<file path="src/rtl/bram18_arbiter.sv">
// Round-robin arbiter sharing one single-port BRAM18 between two clients.
// Optional: BRAM_ARB_WRITE_ACK_EN makes accepted writes return a response pulse.
module bram18_arbiter #(
  parameter int AW           = 10,
  parameter int DW           = 16,
  parameter int READ_LATENCY = 1
) (
  input  logic          clock,
  input  logic          reset,
  input  logic          req0_valid,
  output logic          req0_ready,
  input  logic [AW-1:0] req0_addr,
  input  logic [DW-1:0] req0_wdata,
  input  logic          req0_wen,
  input  logic          req1_valid,
  output logic          req1_ready,
  input  logic [AW-1:0] req1_addr,
  input  logic [DW-1:0] req1_wdata,
  input  logic          req1_wen,
  output logic          rsp0_valid,
  output logic [DW-1:0] rsp0_data,
  output logic          rsp1_valid,
  output logic [DW-1:0] rsp1_data,
  output logic [AW-1:0] mem_addr,
  output logic [DW-1:0] mem_data,
  output logic          mem_wen,
  input  logic [DW-1:0] mem_rdata
);

`ifdef BRAM_ARB_WRITE_ACK_EN
  localparam bit WACK = 1'b1;
`else
  localparam bit WACK = 1'b0;
`endif

  localparam int L = READ_LATENCY;

  logic          last;
  logic          gsel;
  logic          xfer;
  logic          gwen;
  logic          load;
  logic [L-1:0]  tvld;
  logic [L-1:0]  tid;

  // Client 1 wins when alone, or on a tie when client 0 went last.
  always_comb begin
    gsel       = req1_valid & (~req0_valid | ~last);
    req0_ready = req0_valid & ~gsel & ~reset;
    req1_ready = req1_valid & gsel & ~reset;
    xfer       = req0_ready | req1_ready;
    gwen       = gsel ? req1_wen : req0_wen;
    mem_addr   = gsel ? req1_addr : req0_addr;
    mem_data   = gsel ? req1_wdata : req0_wdata;
    mem_wen    = xfer & gwen;
    load       = xfer & (~gwen | WACK);
  end

  always_ff @(posedge clock or posedge reset) begin
    if (reset) begin
      last <= 1'b1;
    end else if (xfer) begin
      last <= gsel;
    end
  end

  // Tag pipe tracks which client owns mem_rdata L edges later.
  always_ff @(posedge clock or posedge reset) begin
    if (reset) begin
      tvld <= '0;
      tid  <= '0;
    end else begin
      tvld[0] <= load;
      tid[0]  <= gsel;
      for (int k = 1; k < L; k++) begin
        tvld[k] <= tvld[k-1];
        tid[k]  <= tid[k-1];
      end
    end
  end

  assign rsp0_valid = tvld[L-1] & ~tid[L-1];
  assign rsp1_valid = tvld[L-1] & tid[L-1];
  assign rsp0_data  = mem_rdata;
  assign rsp1_data  = mem_rdata;

endmodule

</file>
<file path="config.mk">
export PLATFORM = sky130hd
export DESIGN_NAME = bram18_arbiter
export DESIGN_NICKNAME = d
export VERILOG_FILES = /design/src/rtl/bram18_arbiter.sv
export SDC_FILE = /design/constraint.sdc
export NUM_CORES = 1
export LEC_CHECK = 0
export CAP_MARGIN = 20
export CORE_ASPECT_RATIO = 0.9
export CORE_UTILIZATION = 21
export CTS_BUF_LIST = sky130_fd_sc_hd__clkbuf_4 sky130_fd_sc_hd__clkbuf_8
export CTS_CLUSTER_SIZE = 8
export DETAILED_ROUTE_END_ITERATION = 8
export PLACE_DENSITY = 0.88
export REMOVE_ABC_BUFFERS = 1
export SETUP_SLACK_MARGIN = 0.05
export SLEW_MARGIN = 20
export SYNTH_ARGS = -nofsm -noshare
export SYNTH_HDL_FRONTEND = slang
export SYNTH_SLANG_ARGS = --single-unit
</file>
<file path="constraint.sdc">
create_clock -name clock -period 1.3 [get_ports clock]
set_clock_uncertainty 0.05 [all_clocks]
set_input_delay 0.26 -clock clock [delete_from_list [all_inputs] [get_ports clock]]
set_output_delay 0.26 -clock clock [all_outputs]
set_load 0.005 [all_outputs]
</file>
* Word-level counts from Yosys, hierarchy flattened
Index checks and enable logic that the tools add are counted.
Cells by class: muxes and demuxes 3, bitwise operators 17
Operators by type and width (number):
- 16-bit two-way mux | 1
- 10-bit two-way mux | 1
- 1-bit AND | 9
- 1-bit inverter | 6
- 1-bit OR | 2
- 1-bit two-way mux | 1
Storage, ports and cells: word-level logic and storage cells 23, output and inout port bits 63, flip-flop bits (word level) 3, input bits 74

* Longest topological paths before layout
word-level depth 8, gate-level depth with buffers 3, depth with buffers taken out 2

* Worst setup path before layout
Ideal clock, no wire load.
path kind register to output, start reg last, end out mem_addr[0], required time 0.990 ns, arrival time 1.138 ns, buffers on the path 1, path slack -0.148 ns, cell stages (with the launch flop) 4, cells stage by stage dfstp_2 a21bo_4 buf_6 mux2_4
Between the ends: longest elaborated chain between the ends 4
RTL lines:
- start: declaration | line 38 | logic last;
- start signal: assignment | line 63 | last <= gsel;
- 1-bit inverter | line 48 | gsel = req1_valid & (~req0_valid | ~last);
- 1-bit OR | line 48
- 1-bit AND | line 48
- 10-bit two-way mux | line 53 | mem_addr = gsel ? req1_addr : req0_addr;
- end: declaration | line 24 | output logic [AW-1:0] mem_addr,
No other way between the ends.

* Final worst setup path
start reg last, end out mem_addr[6]
The elaborated chain is that of the path after synthesis.

==> results.toml <==
[power]
share_comb_of_total_power_pct = 66.5
power_density_nw_per_um2 = 663.4
switching_share_pct = 24.48
seqPwrFrac_pct = 10.0
ir_worst_vdd_mv = 0.2631
intPower_mw = 0.9435
leakagePower_nw = 0.9002
switchingPower_mw = 0.3058
power_frac_clock_pct = 23.5

[status]
status = "complete, but fails checks"
violations = "setup timing"

[sta]
postLayoutSetupSlackWorst_ns = -0.6178
relSlewSlack_pct = 83.24
fmax_mhz = 521.4
final-max-slew-violation-count = 0
worst_pin_slew_ns = 0.2514
min_period_over_period_pct = 147.5
setup_viol = 30
rsz0062_at_grt = "yes"
period_needed_ns = 1.918
finalHoldViolCount = 0

[die]
core-area_um2 = 3810
ioPinCount = 137
die-width_um = 69.29
die_area_um2 = 4335
rows = 21
start_util_pct = 22.46
die_h_um = 62.56

[layout]
fillCellCount = 348
multi_input_area_um2 = 560.5
diodes = 0
post-route-cell-area_um2 = 1883
nets = 238
most-common-layout-cells = "54 x clkdlybuf4s50_1, 37 x buf_6, 26 x mux2_4, 8 x buf_4"
layoutNonFillerInstCount = 209
syn_to_final_growth_pct = 120.0
fin_util_pct = 49.43
seqCellArea_um2 = 76.32
drive_above_1_share_pct = 57.67
final_common_cell = "clkdlybuf4s50_1"

[setup_path]
cp_data_required_time_ns = 0.99
worstReg2RegStart = "last"
crit_buf_inv = 3
cp.depth = 5
ff2ff_path_depth = 6
crit_arrival_ns = 1.61
critical_path.most_common_cell = "buf_6"
worstSetupEndpointType = "output port"
worst_path_dominant_cell_family = "flip-flops"
cp_max_fo = 8
crit_path_start_kind = "register"
r2r-end = "tvld"
r2r_setup_slack_ns = -0.13
critPathMaxStageDelay_ns = 0.58
crit_path_cell_trace = "buf_6 -> a21bo_4 -> buf_12 -> mux2_4 -> buf_6"
slowest_stage = "dfstp_2"
critPathKind = "reg2out"

[synth]
netlist_top_cells_area = "mux2_4 46%, buf_4 28%, dfrtp_1 5.8%, buf_6 3.9%, dfstp_2 3.1%"
synth_top_area_cell = "mux2_4"
synth_area_per_cell_um2 = 10.44
syn_inst = 82
synth_area_um2 = 855.8
ys_seq_area_share_pct = 8.918
yosys_warnings = 0
synth_cell_types = 14
ys_ff_latch = 3
netlist.area_leader.share_pct = 45.61

[grt]
antenna_found_initial = 0
grt_pass1_wl_mm = 4.740
grt_max_degree = 9
grt.overflow.total = 0
grt_pass1_vias = 946
track_usage_pct = 14.50

[placed_design]
numPortBuffers = 88
gp_congestion = 0.6183
dp_cells = 186
placed_area_um2 = 1558
place_hpwl_mm = 2.388

[route]
vias_per_cell = 4.297
wl_per_cell_um = 15.79
drc = 0
drtPass1Iterations = 4
drtAntennaViolNets = 0
finalWirelength_mm = 3.300
num_vias = 898
drt_iter0_markers = 20

[clock_tree]
cts_root_buf = "clkbuf_8"
clk_latency_ns = 0.22
cts_tree = "built"
cts_buffers = 3
cts.clk_slew.worst_paths_ns = 0.03
cts_sinks = 3
clockBufferDepth = 2
htree_levels = 1

[job]
drv_cap = 0

[hold_path]
hold_path.class = "in2async"
## layer usage
metal  wire, um  global-route usage (%)  vias to the layer above
met4         26                   2.296                        0
li1           -                       -                      409
met3        480                   11.77                        6
met2       1655                   23.30                       81
met1       1137                   14.31                      402
met5          0                   7.407                        -
## repair_timing
action / in CTS / in global routing
buffers inserted: 16 / 5
hold endpoints to repair: 0 / 0
setup endpoints to repair: 33 / 32
hold buffers: 0 / 0
resized for setup: 162 / 11
gates cloned: 2 / 0
pin swaps: 4 / 3
## metrics by stage
stage               hold slack, ns  power (mW)  TNS [ns]  setup slack (ns)
floorplan                 -0.03708      0.3575    -8.511           -0.3192
global placement            0.4701      0.7386    -31.37            -1.109
detailed placement          0.4701      0.7479    -32.50            -1.143
CTS                        0.07674       1.227    -16.41           -0.6283
global route                0.1148       1.317    -17.66           -0.6683
finish                     0.08197       1.249    -16.43           -0.6178
## state kept, by name, summed over array words and instances (netlist names)
| signal | count |
|---|---|
| tvld | 1 |
| tid | 1 |
| last | 1 |
## layout make-up
class                           instances  area share (%)
Inverter                                3          0.5980
Tap cell                               46           3.056
Clock buffer                            4           2.591
Sequential cell                         3           4.053
Timing Repair Buffer                  110           59.93
Multi-Input combinational cell         43           29.77
## worst max path at each step
stage,endpoint,slack (ns),from
2_1_floorplan,mem_addr[0],-0.32,last
3_3_place_gp,mem_addr[4],-1.11,req0_valid
3_5_place_dp,mem_addr[4],-1.14,req0_valid
4_1_cts,mem_addr[4],-0.63,last
5_1_grt,mem_addr[4],-0.67,last
6_report,mem_addr[6],-0.62,last
## cells by family after synthesis
kind of cell	synth area share, %
DFF	8.919
muxes	45.61
AOI/OAI and AO/OA	4.972
and+or+nand+nor	7.164
buffers and inverters	33.33
## Yosys cell counts, drive strengths merged
cell and n:
o32ai 2, dfstp 1, a22o 1, mux2 26, nor2 3, inv 3
nand2b 3, nor2b 2, dfrtp 2, buf 35, and2 1, or2 2
a21bo 1
## power groups by stage
stage	logic (mW)	registers [mW]	clock network (mW)
6_report	0.831	0.124	0.294
5_1_grt	0.881	0.126	0.310
4_1_cts	0.803	0.124	0.300
3_5_place_dp	0.627	0.121	0
3_3_place_gp	0.618	0.121	0
2_1_floorplan	0.239	0.119	0
Power figures use the tool's default switching activity.
